===== config.mk =====
export PLATFORM = sky130hd
export DESIGN_NAME = bram_port_arbiter
export DESIGN_NICKNAME = d
export VERILOG_FILES = /design/src/rtl/bram_port_arbiter.sv
export SDC_FILE = /design/constraint.sdc
export NUM_CORES = 1
export LEC_CHECK = 0
export ABC_AREA = 0
export CAP_MARGIN = 5
export CORE_MARGIN = 4
export CORE_UTILIZATION = 32
export CTS_CLUSTER_SIZE = 14
export DETAILED_ROUTE_END_ITERATION = 7
export PLACE_DENSITY = 0.91
export REMOVE_ABC_BUFFERS = 1
export SETUP_SLACK_MARGIN = 0.4
export SYNTH_ARGS = -nofsm -noshare
export SYNTH_HDL_FRONTEND = slang
export SYNTH_SLANG_ARGS = --single-unit

===== constraint.sdc =====
create_clock -name Clk_CI -period 1.7 [get_ports Clk_CI]
set_input_delay 0.425 -clock Clk_CI [delete_from_list [all_inputs] [get_ports Clk_CI]]
set_output_delay 0.425 -clock Clk_CI [all_outputs]
set_load 0.01 [all_outputs]

===== src/rtl/bram_port_arbiter.sv =====
// rtl/bram_port_arbiter.sv - round-robin sharing of one BRAM port among NUM_MST requesters
// Winning command is registered onto the BRAM port; a read-ID pipeline routes each read response back to its issuer.
module bram_port_arbiter #(
   parameter int NUM_MST    = 2,
   parameter int ADDR_BITW  = 32,
   parameter int DATA_BITW  = 32,
   parameter int RD_LATENCY = 1
) (
   input  logic                             Clk_CI,
   input  logic                             Rst_RI,
   input  logic [NUM_MST-1:0]               Req_SI,
   output logic [NUM_MST-1:0]               Gnt_SO,
   input  logic [NUM_MST*ADDR_BITW-1:0]     Addr_DI,
   input  logic [NUM_MST*DATA_BITW-1:0]     WrData_DI,
   input  logic [NUM_MST*DATA_BITW/8-1:0]   WrEn_SI,
   output logic [NUM_MST-1:0]               RdValid_SO,
   output logic [DATA_BITW-1:0]             RdData_DO,
   output logic                             BramEn_SO,
   output logic [ADDR_BITW-1:0]             BramAddr_DO,
   output logic [DATA_BITW-1:0]             BramWrData_DO,
   output logic [DATA_BITW/8-1:0]           BramWrEn_SO,
   input  logic [DATA_BITW-1:0]             BramRdData_DI
);
   localparam int IDXW = $clog2(NUM_MST);
   localparam int BEW  = DATA_BITW / 8;

   logic [IDXW-1:0]      ptr;
   logic [IDXW-1:0]      ptr_next;
   logic [IDXW-1:0]      win;
   logic                 found;
   logic                 xfer;
   logic [ADDR_BITW-1:0] sel_addr;
   logic [DATA_BITW-1:0] sel_wdata;
   logic [BEW-1:0]       sel_wren;
   logic [RD_LATENCY:0]  rd_vld;
   logic [IDXW-1:0]      rd_id [RD_LATENCY+1];

   // Two passes give the wrap-around search: indices at/after the pointer first, then the ones before it.
   always_comb begin
      found = 1'b0;
      win   = '0;
      for (int i = 0; i < NUM_MST; i++) begin
         if (!found && Req_SI[i] && i >= int'(ptr)) begin
            found = 1'b1;
            win   = IDXW'(i);
         end
      end
      for (int i = 0; i < NUM_MST; i++) begin
         if (!found && Req_SI[i] && i < int'(ptr)) begin
            found = 1'b1;
            win   = IDXW'(i);
         end
      end
   end

   assign xfer     = found && !Rst_RI;
   assign ptr_next = (win == IDXW'(NUM_MST-1)) ? '0 : win + 1'b1;

   always_comb begin
      Gnt_SO = '0;
      if (xfer) Gnt_SO[win] = 1'b1;
   end

   always_comb begin
      sel_addr  = '0;
      sel_wdata = '0;
      sel_wren  = '0;
      for (int i = 0; i < NUM_MST; i++) begin
         if (int'(win) == i) begin
            sel_addr  = Addr_DI[i*ADDR_BITW +: ADDR_BITW];
            sel_wdata = WrData_DI[i*DATA_BITW +: DATA_BITW];
            sel_wren  = WrEn_SI[i*BEW +: BEW];
         end
      end
   end

   always_ff @(posedge Clk_CI) begin
      if (Rst_RI) begin
         ptr           <= '0;
         BramEn_SO     <= 1'b0;
         BramAddr_DO   <= '0;
         BramWrData_DO <= '0;
         BramWrEn_SO   <= '0;
         rd_vld        <= '0;
         for (int k = 0; k <= RD_LATENCY; k++) rd_id[k] <= '0;
      end else begin
         BramEn_SO <= xfer;
         if (xfer) begin
            ptr           <= ptr_next;
            BramAddr_DO   <= sel_addr;
            BramWrData_DO <= sel_wdata;
            BramWrEn_SO   <= sel_wren;
         end else begin
            BramWrEn_SO   <= '0;
         end
         // Stage 0 lines up with the BramEn cycle; stage RD_LATENCY lines up with the returned data.
         rd_vld   <= {rd_vld[RD_LATENCY-1:0], xfer && (sel_wren == '0)};
         rd_id[0] <= win;
         for (int k = 1; k <= RD_LATENCY; k++) rd_id[k] <= rd_id[k-1];
      end
   end

   always_comb begin
      RdValid_SO = '0;
      if (rd_vld[RD_LATENCY]) RdValid_SO[rd_id[RD_LATENCY]] = 1'b1;
   end

   assign RdData_DO = BramRdData_DI;

endmodule

==> results.ini <==
[yosys]
async_flop_share_pct=0
synthTopCellsByCount=dfxtp_1, a221o_1, and2_1
ys_seq_elements=74
yosys.area.top_type=dfxtp_1
synth_enable_flop_cells=0
synth_cell_types=26
yosys.cell_count.top_type=dfxtp_1
synth_top_flop_cell=dfxtp_1
syn_area_per_cell_sq_um=10.3
yosysSeqAreaShare_pct=47.1
syn_inst=306
netlist.area_leader.share_pct=47.1
yosys_warnings=0
netlist_top_cells_area=dfxtp_1, a221o_1, and2_1
syn_area_sq_um=3140

[timing]
rsz0062_at_grt=yes
timing.hold.ws_ns=0.444
timing_hold_violations_final=0
setup_viol=1
setup_ws_ns=-0.0148
fmax_mhz=583
skew_ns=0.0122
relSlewSlack_pct=81.5
worst_pin_slew_ns=0.278
timing.final.crit_period_ns=1.71
period_share_pct=101
setup_tns_ns=-0.0148
slew_violations=0

[power_and_ir_drop]
power_w=0.00459
total_leakage_power_nw=2.36
power_density_nw_per_um2=831
peakVddDrop_mv=0.390

[critical_path]
worstPathArrival_ns=1.29
crit_required_ns=1.27
r2r_end=BramAddr_DO[12]
start_kind=flip-flop
r2r_slack_ns=0.01
max_stage_delay_ns=0.32
cp_top_family=flip-flops
ff2ff_path_depth=8
end_kind=output pin
critPathKind=reg2out
path_max_fanout=3
worstReg2RegStart=ptr
path_cells=buf_4 -> a21bo_4 -> nor2_4 -> buf_6
slowest_stage=dfxtp_2
crit_buf_inv=2

[global_route]
use_met1_pct=27.4
grt_pass1_vias=3564
grt_overflow=0
grt_usage_pct=23.3
grt_pass1_wl_um=20200
grt_use_met3_pct=14.3
top_usage_layer=met2
antenna_found_initial=0
grt_use_met2_pct=35.1
grt_max_degree=59

[finish]
syn2layout_area_growth_pct=75.8
nets=677
num_antenna_cells=0
drive_gt1_share_pct=32.2

[clocking]
clk_path_buf_depth=2
clkTransAtPathRegs_ns=0.07
clock_latency_ns=0.34
htree_levels=3
numClockSinks=74
root_buffer=clkbuf_8
numCtsBuffers=9
tritoncts=built
cts_hold_buf=0

[worst_hold_path]
hold_end=rd_id[0][1]
hold_path_startpoint=rd_id[0][0]
hold_class=reg2reg
whs_path_depth=1

[placement]
port_buffers=212
gp_congestion=0.809
dp_hpwl_um=9810

[route]
dr_total_vias=3331
drt-wirelength-per-cell_um=21.6
dr.pass1.iters=4
viasPerCell=5.22
drtIter0Drc=160
drc_errors=0
drt-total-wl_um=13800
drtAntennaViolNets=0

[floorplan]
design.core.area_sq_um=9420
die-width_um=107
fp-row-count=35
die_y_um=107
num_io_pins=277
start_util_pct=33.4
die_area_sq_um=11500

[status]
violations=setup timing
status=finished, violations left

[job]
maxCapViolations=0

## worst max path at each step
| stage | from | end | slack (ns) | cells after the start |
|---|---|---|---|---|
| floorplan | Req_SI[0] | Gnt_SO[0] | -0.55 | 2 |
| finish | ptr | Gnt_SO[0] | -0.01 | 4 |
| global placement | Req_SI[1] | Gnt_SO[1] | -0.67 | 4 |
| detailed placement | Req_SI[0] | Gnt_SO[1] | -0.67 | 4 |
| CTS | ptr | Gnt_SO[1] | -0.11 | 3 |
| global route | ptr | Gnt_SO[1] | -0.07 | 3 |
## cells in the final DEF (no fill, tap or decap), types with 2 or more instances in the layout
cell type	n
dfxtp_2	32
buf_6	5
nor2_1	7
nor3_1	10
clkdlybuf4s15_2	2
buf_4	16
and2_1	43
and2_0	15
a221o_1	58
buf_12	8
nand3_1	4
buf_16	7
clkdlybuf4s50_1	136
buf_2	69
nor2b_1	2
dfxtp_1	42
bufinv_16	3
a21oi_1	6
nor3_4	2
a211oi_1	6
o21ai_0	4
nor4_1	6
clkbuf_8	10
## power by group
group	total (W)	internal [W]	leakage (nW)	switching (W)
Clock	0.00166	0.00101	0.120	0.000641
Combinational	0.000994	0.000608	1.62	0.000386
Sequential	0.00194	0.00188	0.623	0.0000601
Total	0.00459	0.00351	2.36	0.00109
## routing by layer
metal	routed length, um	vias to the layer above
met2	6000	229
met3	2130	19
met5	54	-
li1	-	1502
met1	5390	1579
met4	225	2
## registers in the layout (all words and copies together), names as in the netlist
name / flops
rd_vld: 2
rd_id: 2
ptr: 1
BramWrData_DO: 32
BramEn_SO: 1
BramAddr_DO: 32
BramWrEn_SO: 4
## worst register-to-register path, delay by kind of cell (launching register included)
kind            cells  cell delay, ns
simple gates        2            0.29
flops               1            0.32
buf+inv             5            0.68
compound gates      1            0.30
## per-stage QoR
stage / area [sq um] / setup WS, ns / std cells / utilization [%]
after CTS: 5490 / -0.106 / 637 / 58.3
after global placement: 5220 / -0.670 / 607 / 55.4
after floorplan: 2780 / -0.550 / 250 / -
after detailed placement: 5220 / -0.674 / 607 / 55.4
after global routing: 5520 / -0.0670 / 638 / 58.7
final: 5520 / -0.0148 / 638 / 58.7
## logic make-up after synthesis
family,after synthesis,share of synthesized area [%]
buffers and inverters,58,11.9
AOI/OAI and AO/OA,76,22.1
DFF,74,47.1
and+or+nand+nor,98,18.8
## area by class of cell
class                           count  area (sq um)
Sequential cell                    74          1520
Inverter                            2          7.51
Clock buffer                       11           141
Multi-Input combinational cell    174          1330
Tap cell                          129           161
Fill cell                         796          3890
Clock inverter                      4          98.8
Timing Repair Buffer              244          2270
## repair_timing
item,CTS,global route
gates cloned,7,0
pin swaps,5,4
resized for setup,353,8
setup buffers,8,1
endpoints found under the hold margin,0,0
endpoints found under the setup margin,142,68
Power figures use the tool's default switching activity.
